--- config.mk ---
export PLATFORM = sky130hd
export DESIGN_NAME = ysyx_22041211_lsu
export DESIGN_NICKNAME = d
export VERILOG_FILES = /design/src/rtl/ysyx_22041211_lsu.sv
export SDC_FILE = /design/constraint.sdc
export NUM_CORES = 1
export LEC_CHECK = 0
export ABC_AREA = 0
export ABC_CLOCK_PERIOD_IN_PS = 5900
export CORE_MARGIN = 2
export CORE_UTILIZATION = 47
export CTS_CLUSTER_SIZE = 10
export DETAILED_ROUTE_END_ITERATION = 10
export PLACE_DENSITY = 0.87
export SLEW_MARGIN = 20
export SYNTH_ARGS = -nofsm -noshare
export SYNTH_HDL_FRONTEND = slang
export SYNTH_SLANG_ARGS = --single-unit
--- constraint.sdc ---
create_clock -name clk -period 5.9 [get_ports clk]
set_input_delay 1.77 -clock clk [delete_from_list [all_inputs] [get_ports clk]]
set_output_delay 1.77 -clock clk [all_outputs]
set_load 0.02 [all_outputs]
--- src/rtl/ysyx_22041211_lsu.sv ---
// Load/store unit: one outstanding data-memory access at a time, byte-lane alignment,
// load extension and a registered writeback port toward WB.
//
// state | meaning
// IDLE  | no access in flight; a result may be held on valid_o waiting for ready_i (the DONE phase)
// REQ   | mem_req_o asserted with stable bus fields until mem_gnt_i
// WAIT  | granted, waiting for mem_rvalid_i or the response timeout
module ysyx_22041211_lsu #(
    parameter int DATA_LEN     = 32,
    parameter int RESP_TIMEOUT = 255
) (
    input  logic                  clk,
    input  logic                  rst,
    input  logic                  valid_i,
    output logic                  ready_o,
    input  logic [DATA_LEN-1:0]   alu_result_i,
    input  logic                  mem_wen_i,
    input  logic [DATA_LEN-1:0]   mem_wdata_i,
    input  logic [1:0]            store_type_i,
    input  logic [2:0]            load_type_i,
    input  logic                  wd_i,
    input  logic [4:0]            wreg_i,
    output logic                  mem_req_o,
    output logic                  mem_we_o,
    output logic [DATA_LEN-1:0]   mem_addr_o,
    output logic [DATA_LEN-1:0]   mem_wdata_o,
    output logic [3:0]            mem_wstrb_o,
    input  logic                  mem_gnt_i,
    input  logic                  mem_rvalid_i,
    input  logic [DATA_LEN-1:0]   mem_rdata_i,
    output logic                  valid_o,
    input  logic                  ready_i,
    output logic                  wd_o,
    output logic [4:0]            wreg_o,
    output logic [DATA_LEN-1:0]   wdata_o,
    output logic                  misalign_o,
    output logic                  err_o
);

    localparam int CNT_W = $clog2(RESP_TIMEOUT + 1);

    typedef enum logic [1:0] {
        IDLE = 2'd0,
        REQ  = 2'd1,
        WAIT = 2'd2
    } state_t;

    state_t              state;
    logic [CNT_W-1:0]    cnt;
    logic [1:0]          off_q;
    logic [2:0]          ld_q;
    logic                st_q;
    logic                wd_q;
    logic [4:0]          wreg_q;

    logic                accept;
    logic                is_store;
    logic                is_load;
    logic                is_mem;
    logic                misalign;
    logic [1:0]          off;
    logic [3:0]          strb;
    logic [DATA_LEN-1:0] rshift;
    logic [DATA_LEN-1:0] load_ext;

    assign ready_o  = (state == IDLE) && (!valid_o || ready_i);
    assign accept   = valid_i && ready_o;
    assign off      = alu_result_i[1:0];
    assign is_store = store_type_i != 2'b00;
    // A store wins over a simultaneously flagged load.
    assign is_load  = !is_store && (load_type_i != 3'b000);
    assign is_mem   = is_store || is_load;

    always_comb begin
        misalign = 1'b0;
        strb     = 4'b0000;
        if (is_store) begin
            case (store_type_i)
                2'b01: strb = 4'b0001 << off;
                2'b10: begin
                    strb     = 4'b0011 << off;
                    misalign = off[0];
                end
                default: begin
                    strb     = 4'b1111;
                    misalign = off != 2'b00;
                end
            endcase
        end else if (is_load) begin
            case (load_type_i)
                3'b010, 3'b101: misalign = off[0];
                3'b011:         misalign = off != 2'b00;
                default:        misalign = 1'b0;
            endcase
        end
    end

    always_comb begin
        rshift = mem_rdata_i >> {off_q, 3'b000};
        case (ld_q)
            3'b001:  load_ext = {{(DATA_LEN-8){rshift[7]}}, rshift[7:0]};
            3'b010:  load_ext = {{(DATA_LEN-16){rshift[15]}}, rshift[15:0]};
            3'b100:  load_ext = {{(DATA_LEN-8){1'b0}}, rshift[7:0]};
            3'b101:  load_ext = {{(DATA_LEN-16){1'b0}}, rshift[15:0]};
            default: load_ext = rshift;
        endcase
    end

    always_ff @(posedge clk or posedge rst) begin
        if (rst) begin
            state       <= IDLE;
            cnt         <= '0;
            off_q       <= 2'b00;
            ld_q        <= 3'b000;
            st_q        <= 1'b0;
            wd_q        <= 1'b0;
            wreg_q      <= 5'd0;
            mem_req_o   <= 1'b0;
            mem_we_o    <= 1'b0;
            mem_addr_o  <= '0;
            mem_wdata_o <= '0;
            mem_wstrb_o <= 4'b0000;
            valid_o     <= 1'b0;
            wd_o        <= 1'b0;
            wreg_o      <= 5'd0;
            wdata_o     <= '0;
            misalign_o  <= 1'b0;
            err_o       <= 1'b0;
        end else begin
            // WB consumed the held result; a completion below may refill it this same edge.
            if (valid_o && ready_i) begin
                valid_o    <= 1'b0;
                misalign_o <= 1'b0;
                err_o      <= 1'b0;
            end
            case (state)
                IDLE: begin
                    if (accept) begin
                        off_q  <= off;
                        ld_q   <= load_type_i;
                        st_q   <= is_store;
                        wd_q   <= wd_i;
                        wreg_q <= wreg_i;
                        if (!is_mem) begin
                            valid_o    <= 1'b1;
                            wd_o       <= wd_i;
                            wreg_o     <= wreg_i;
                            wdata_o    <= alu_result_i;
                            misalign_o <= 1'b0;
                            err_o      <= 1'b0;
                        end else if (misalign) begin
                            valid_o    <= 1'b1;
                            wd_o       <= 1'b0;
                            wreg_o     <= wreg_i;
                            wdata_o    <= '0;
                            misalign_o <= 1'b1;
                            err_o      <= 1'b0;
                        end else begin
                            state       <= REQ;
                            mem_req_o   <= 1'b1;
                            mem_we_o    <= mem_wen_i;
                            mem_addr_o  <= {alu_result_i[DATA_LEN-1:2], 2'b00};
                            mem_wdata_o <= mem_wdata_i << {off, 3'b000};
                            mem_wstrb_o <= strb;
                        end
                    end
                end
                REQ: begin
                    if (mem_gnt_i) begin
                        mem_req_o <= 1'b0;
                        cnt       <= '0;
                        if (mem_rvalid_i) begin
                            state      <= IDLE;
                            valid_o    <= 1'b1;
                            wd_o       <= st_q ? 1'b0 : wd_q;
                            wreg_o     <= wreg_q;
                            wdata_o    <= st_q ? '0 : load_ext;
                            misalign_o <= 1'b0;
                            err_o      <= 1'b0;
                        end else begin
                            state <= WAIT;
                        end
                    end
                end
                WAIT: begin
                    if (mem_rvalid_i) begin
                        state      <= IDLE;
                        valid_o    <= 1'b1;
                        wd_o       <= st_q ? 1'b0 : wd_q;
                        wreg_o     <= wreg_q;
                        wdata_o    <= st_q ? '0 : load_ext;
                        misalign_o <= 1'b0;
                        err_o      <= 1'b0;
                    end else if (cnt == CNT_W'(RESP_TIMEOUT)) begin
                        state      <= IDLE;
                        valid_o    <= 1'b1;
                        wd_o       <= 1'b0;
                        wreg_o     <= wreg_q;
                        wdata_o    <= '0;
                        misalign_o <= 1'b0;
                        err_o      <= 1'b1;
                    end else begin
                        cnt <= cnt + 1'b1;
                    end
                end
                default: state <= IDLE;
            endcase
        end
    end

endmodule

==> results.txt, run 1 <==
* Maximum level of the CTS H-tree: 4
- The congestion estimate from routability-driven global placement came to around 0.89.
- Die area: 15900 um2
* Drt total wl: 20.5 mm
- The tree is rooted in a clkbuf_16.
- Launching point of the worst reg2reg path: state[1]
- Number of endpoints with negative hold slack in the final report: 0
- The count of nets left with antenna violations once routing finished came out at 0.
* Core ar.: 14500 um2
- Final setup violation count: 0
* Max Buffers Root-to-Sink: 2
- Prior to clock tree synthesis, the placed netlist has a worst setup slack of 1.02 ns.
- Worst Setup Path Type: input port to output pin
- For this design, the slowest cell found on the critical path is clkdlybuf4s50_1.
- Counting instances, the worst hold path has a depth of 2.
- Most frequent cell on the critical path: clkdlybuf4s50_1
- The floorplan has 44 rows.
* Endpoint with the worst hold slack: mem_wdata_o[13]
* Highest-count cells in the layout ignoring fill and taps: clkdlybuf4s50_1 (222), dfrtp_1 (131), nand2_1 (76), mux2_2 (75), o21ai_0 (40)
- Crit path largest cell delay: ~0.63 ns
- Maximum number of pins on one net before global-route repair: 71
* Arrival time at the worst endpoint: 3.13 ns
* Combined global-route utilization of all metal layers: 26.0%
* Final critical delay including setup and external delays: 4.90 ns
- The tool flagged a number of max-cap violations equal to 0.
* Clock tree skew after final layout: 0.00864 ns
- The netlist uses 63 different library cells.
- The first global-routing pass estimated about 33 mm of wire.
* Total power per unit cell area: between 400 and 500 nW/um2
* List of cells traversed by the critical path: clkdlybuf4s50_1 > nor2b_1 > nor2_1 > clkdlybuf4s50_1
- Fraction of the yosys area taken by sequential cells: 46.7%
- Measured along the y axis, the die boundary spans ~130 um.
- The mapped netlist covers 7020 um2.
* Worst skew pair latency: 0.41 ns
- The total overflow left after global routing is 0.
* Number of gates resized after CTS: 0
* CP startpoint kind: input port
* Launch point of the worst hold path: mem_wdata_o[13]
- TritonCTS built the clock tree.
- Layout-stage area growth over the synthesis result: 41.7%
- After detailed routing, the number of remaining DRC violations is 0.
- Broken down by cell family, the worst path's largest delay share belongs to buffers and inverters.
- In the final timing run, aggregate negative setup slack is 0 ns.
- Number of port buffers: around 220
- Antenna cell count: 0
- Initial Util: between 40% and 50%
* Required time of the worst setup path: 4.13 ns
- Post-layout util: about two thirds
* Count of mapped cells out of synthesis: 651
- Average via count per standard cell: ~5.6
- Period utilization: around 83%
- Reg2Reg Capture Point: wdata_o[26]
* Most common library cell in the layout ignoring fill and taps: clkdlybuf4s50_1
* Die X-Extent: 126 um
- Fin nets: about 980
- Leak: 4.23 nW
* Critical path capture point type: output pin
- Static timing analysis puts the maximum clock frequency at between 200 and 250 MHz.
* Most instantiated flip-flop cell in the synthesis netlist: dfrtp_1
* Top-Level Pins: 226
* # hold bufs at CTS: 0
* Number of search-and-repair iterations in the first detailed-routing pass: 7
* Inserted Clock Buffers: 17
- In this run, the number of DRC markers left after iteration 0 of detailed routing was 419.
- Clock-pin slew was measured on the worst setup and hold paths at 0.05 ns.
- For flop-to-flop paths, the worst setup slack is 3.00 ns.
- Clock sink total: 131
- Number of fill cells in the layout: 1096
- Setup repair after global routing left no endpoint under its margin.
- Counting flops and latches in the post-synthesis netlist gives 131.
* Number of antenna violations at the first check in global routing: 0
* Fraction of registers with async set or reset after synthesis: 100%
- In this run the mean area of a mapped cell was 10.8 um2.
* WL per Instance: ~19 um
- The Yosys step of the flow raised 0 warnings.
- Peak fanout along the critical path: 4
* Number of synthesized flops with an enable pin: 0
* Crit path buf inv count: 2
- Result of the run: finished, final reports clean
* Relative slew margins: 34.8%
* Total number of vias: 5962
* Depth of the worst register-to-register path: 8
- HPWL after detailed placement: 14.7 mm
* Final critical-path setup slack: 0.997 ns
* Worst Max-Slew Pin Slew: around 0.97 ns
* Proportion of layout cells with a drive suffix above 1: between 10% and 20%
- VDD sags by at most 0.261 mV.
* Vias in the first global route: ~6100
- Hold Crit Class: flop to flop
- The max-slew violation total from the final report was 0.
* Setup Fix Bufs, Post-CTS: 0
-- sequential cells by signal, indices dropped and copies added (netlist names), 2 cells and up --
| signal | cells |
|---|---|
| wreg_q | 5 |
| mem_addr_o | 30 |
| cnt | 8 |
| mem_wstrb_o | 4 |
| wreg_o | 5 |
| mem_wdata_o | 32 |
| state | 2 |
| off_q | 2 |
| wdata_o | 32 |
| ld_q | 3 |
-- through the flow --
stage	hold slack, ns	total power [mW]	std cells	area [um2]
2_1_floorplan	0.474	2.89	652	7020
4_1_cts	0.479	4.95	1057	9940
3_3_place_gp	0.459	3.78	1025	9340
5_1_grt	0.503	5.18	1057	9940
6_report	0.478	4.91	1057	9940
3_5_place_dp	0.465	3.84	1025	9340
-- area by class of cell --
type | count | area [um2] | share of cell area [%]
multi-input cells | 466 | 3470 | 34.9
flip-flops and latches | 131 | 3280 | 33.0
repair buffers | 233 | 2310 | 23.3
clock buffers | 19 | 443 | 4.45
well taps | 184 | 230 | 2.32
clock inverters | 13 | 160 | 1.61
inverters | 11 | 46.3 | 0.466
-- where the power goes --
part | internal, mW | total (mW) | leakage, nW | switching [mW]
logic | 1.16 | 2.38 | 2.27 | 1.22
clock network | 0.674 | 1.07 | 0.293 | 0.398
registers | 1.25 | 1.46 | 1.67 | 0.209
-- worst register-to-register path: cells and delay by family, from the launching register on --
kind            cells  cell delay [ns]
simple gates        2             0.86
buf+inv             3             0.47
fa+ha+maj           1             0.50
flops               1             0.40
compound gates      1             0.44
mux                 1             0.19
-- metal layers --
metal	GRT usage (%)	routed length (um)	vias up
li1	-	-	2775
met1	33.0	8550	2888
met2	43.1	9900	243
met3	5.73	1270	56
met4	10.9	760	0
met5	0	0	-
-- worst max path at each step --
stage	slack [ns]	endpoint	cells past startpoint	from
after CTS	1.01	ready_o	4	ready_i
after global placement	1.06	ready_o	4	ready_i
after global routing	0.93	ready_o	4	ready_i
after detailed placement	1.02	ready_o	4	ready_i
final	1.0	ready_o	4	ready_i
after floorplan	0.63	cnt[0]	1	rst
-- synth_stat cells, types with 6 or more instances --
cell type    n  area share [%]
dfrtp_1    131              47
nand2_1     76             4.1
mux2_2      75              12
o21ai_0     40             2.9
nor2_1      37             2.0
mux2i_1     35             5.0
a21oi_1     31             2.2
buf_2       22             1.6
nor2b_1     20             1.8
a211oi_1    14             1.5
inv_1       11            0.59
mux2_1      11             1.8
o31ai_1     10             1.1
clkbuf_1     9            0.48
mux2_4       9             1.9
a211o_1      8             1.0
ha_1         8             1.4
nand3b_1     8            0.86
a32o_1       7             1.0
buf_1        6            0.32
o2bb2ai_1    6            0.75
-- cells by family after synthesis --
family,synth area share [%]
xor+xnor,0.874
buf+inv,4.01
simple gates,11.6
flops,46.7
compound gates,14.3
other cells,0.0534
mux,21.0
fa+ha+maj,1.43
(Power assumes the default switching activity.)
==> inputs of run 2 (changes only) <==
--- a/config.mk
+++ b/config.mk
@@ -6,7 +6,7 @@
 export NUM_CORES = 1
 export LEC_CHECK = 0
 export ABC_AREA = 0
-export ABC_CLOCK_PERIOD_IN_PS = 5900
+export ABC_CLOCK_PERIOD_IN_PS = 4630
 export CORE_MARGIN = 2
 export CORE_UTILIZATION = 47
 export CTS_CLUSTER_SIZE = 10
==> constraint.sdc (replaced) <==
create_clock -name clk -period 4.63 [get_ports clk]
set_input_delay 1.389 -clock clk [delete_from_list [all_inputs] [get_ports clk]]
set_output_delay 1.389 -clock clk [all_outputs]
set_load 0.02 [all_outputs]
==> run 2 against run 1 <==
Clock skew barely moved. Cell count fell by 0.19%. Setup slack got worse by 0.49 ns. Register-to-register slack got worse by 1.2 ns. Wire length fell by 1.7%. Core utilization fell by 0.069 points. Flip-flop and latch count did not move. Via count fell by 0.45%. Clock power rose by 26%. Global-route usage fell by 0.58 points.
==> results.txt, run 2 (synthesized netlist as in run 1, its figures left out) <==
- Max-capacitance violation count: 0 (unchanged)
- Final critical delay including setup and external delays: between 4 and 5 ns
* Layout-stage area growth over the synthesis result: 41.5%
- Layout Cell Area excl Fill: 9930 um2 (-0.10%)
- Required time of the worst setup path: 3.24 ns (-0.89 ns)
* Die X-Extent: 126 um (unchanged)
- Die area: 15900 um2 (unchanged)
- The maximum cell stage delay along the critical path came to 0.62 ns (about the same).
- Antenna cell count: 0 (unchanged)
* Max VDD drop: 0.457 mV (+75%)
- Logic pwr share: 48.6% (+0.2 points)
- Maximum level of the CTS H-tree: 4 (unchanged)
* Worst hold slack across all endpoints: 0.474 ns (-0.00443 ns)
- Core ar.: 14500 um2 (unchanged)
* Number of antenna violations at the first check in global routing: 0 (unchanged)
- CP startpoint kind: input port
* Sum of negative setup slack: 0 ns (unchanged)
- The cell count after placement is 1025 (unchanged).
- Worst skew pair latency: 0.42 ns (about the same)
- The via count of the first global-routing pass is 5965 (-1.8%).
- Critical path capture point type: output pin
- Top-Level Pins: 226 (unchanged)
- Period utilization: 89.0%
- The final standard cell utilization of the core is 68.3% (-0.069 points).
- Average via count per standard cell: 5.63 (-0.26%)
* CP max-delay cell: clkdlybuf4s50_1
- The worst hold path belongs to the class flop to flop.
- The die height is 126 um (unchanged).
- Max Buffers Root-to-Sink: 2 (unchanged)
- Most frequent cell on the critical path: clkdlybuf4s50_1
- Setup Fix Bufs, Post-CTS: 0 (unchanged)
- The sequential fraction of design power was 29.7% (about the same).
- Area occupied by multi-input gates: 3470 um2 (unchanged)
* Antenna viol nets, final: 0 (unchanged)
- Clock-pin slew on the worst setup and hold paths: 0.05 ns (about the same)
* Drt initial violations: 423 (+0.95%)
* Core Rows: 44 (unchanged)
- The net switching power came to 2.30 mW (+26%).
- The hold violation total from the final report came to 0 (unchanged).
* Relative slew margins: 39.3% (+4.4 points)
- The detailed-routing iteration count for the pre-antenna-repair pass came to 5 (-2).
- The largest fanout of any net on the critical path was 4 (unchanged).
- The standard cell area after detailed placement is 9350 um2 (+0.12%).
* Max Slew Vio Count: 0 (unchanged)
- The data arrival time of the worst path came to 2.73 ns (-0.40 ns).
- Cell-internal power: 3.92 mW (+27%)
- DP Worst Slack: 0.514 ns (-0.503 ns)
* Number of port buffers: 223 (unchanged)
- Setup repair after global routing left no endpoint under its margin.
- The final wirelength came to 20.1 mm (-1.7%).
- Clock tree skew after final layout: 0.00863 ns (-0.00000699 ns)
- Inserted Clock Buffers: 17 (unchanged)
- The slew at the pin closest to its max-slew limit is 0.909 ns (-0.0636 ns).
- Congestion Overflow GR: 0 (unchanged)
- Final critical-path setup slack: 0.509 ns (-0.488 ns)
* Root buffer cell: clkbuf_16
- Combined global-route utilization of all metal layers: 25.4% (-0.58 points)
- Fin nets: 982 (unchanged)
- Clock share of power: 21.7% (about the same)
* Last weighted congestion value of the routability-driven placer: 0.867 (-2.1%)
- The static leakage is 4.21 nW (-0.45%).
- In the final layout, the registers with the most flip-flops are mem_wdata_o: 32 flops, wdata_o: 32 flops, mem_addr_o: 30 flops.
- Result of the run: finished, final reports clean
- The wire length of the first global-routing pass was 31.8 mm (-2.2%).
* Clock sink total: 131 (unchanged)
- The count of final setup violators is 0 (unchanged).
* List of cells traversed by the critical path: clkdlybuf4s50_1 > nor2b_1 > nor2_1 > clkdlybuf4s50_1
* Initial Util: 48.3% (unchanged)
* Power after layout: 6.22 mW (+27%)
* WL per Instance: 19.1 um (-1.5%)
- Proportion of layout cells with a drive suffix above 1: 15.5% (-0.31 points)
* Maximum number of pins on one net before global-route repair: 132 (+86%)
* Switching share of power: 37.0% (-0.27 points)
- Area occupied by registers: 3280 um2 (unchanged)
* Number of gates resized after CTS: 0 (unchanged)
- TritonCTS built the clock tree.
- Worst Setup Path Type: input port to output pin
- Number of fill cells in the layout: 1114 (+1.6%)
* # hold bufs at CTS: 0 (unchanged)
* Most common library cell in the layout ignoring fill and taps: clkdlybuf4s50_1
- The count of non-filler cells in the finished layout came to 1055 (-0.19%).
- Residual DRC: 0 (unchanged)
- Total power per unit cell area: 626 nW/um2 (+27%)
- Based on the critical path, the design can be clocked at up to between 200 and 250 MHz.
* Total number of vias: 5935 (-0.45%)
- The HPWL reported at the end of detailed placement is 14.4 mm (-2.1%).
* Highest-count cells in the layout ignoring fill and taps: clkdlybuf4s50_1 (222), dfrtp_1 (131), nand2_1 (76), mux2_2 (75), o21ai_0 (40)
run 2: cell types whose count changed in the layout (fill, tap and decap cells not counted), sizes merged:
cell and change:
clkbuf +1, clkinv -5, clkinvlp +3, inv -1
run 2: final cells by class:
type / instances / area share [%]
sequential: 131 / 33.0
multi-input combinational: 466 / 34.9
clock inverter: 10 / 1.36
timing repair buffer: 233 / 23.4
tap: 184 / 2.32
inverter: 11 / 0.453
clock buffer: 20 / 4.50
run 2: critical path, delay by kind of cell:
| family | cells | cell delay, ns |
|---|---|---|
| buffers and inverters | 2 | 1.12 |
| AND/OR/NAND/NOR | 2 | 0.22 |
run 2: power by group through the flow:
stage	combinational, mW	clock (mW)	sequential [mW]
6_report	3.02	1.35	1.85
5_1_grt	3.23	1.42	1.91
4_1_cts	3.04	1.37	1.85
3_5_place_dp	3.02	0	1.86
3_3_place_gp	2.98	0	1.85
2_1_floorplan	1.37	0	2.31
run 2: worst paths after layout:
kind	from	to	slack, ns	cells after the start
max	ready_i	ready_o	0.51	4
min	mem_wdata_o[12]	mem_wdata_o[12]	0.47	2
max reg2reg	state[0]	wdata_o[24]	1.83	8
min reg2reg	mem_wdata_o[12]	mem_wdata_o[12]	0.47	2
max in group asynchronous	rst	off_q[0]	2.49	3
min in group asynchronous	rst	mem_wdata_o[14]	1.45	3
run 2: metal layers:
layer / routed length, um / up-vias / track usage (%) / part of all wire [%]
met5: 0 / - / 0 / 0
met3: 1380 / 40 / 6.80 / 6.9
met2: 9630 / 229 / 40.9 / 48
li1: - / 2764 / - / -
met1: 8570 / 2902 / 32.8 / 43
met4: 555 / 0 / 10.3 / 2.8
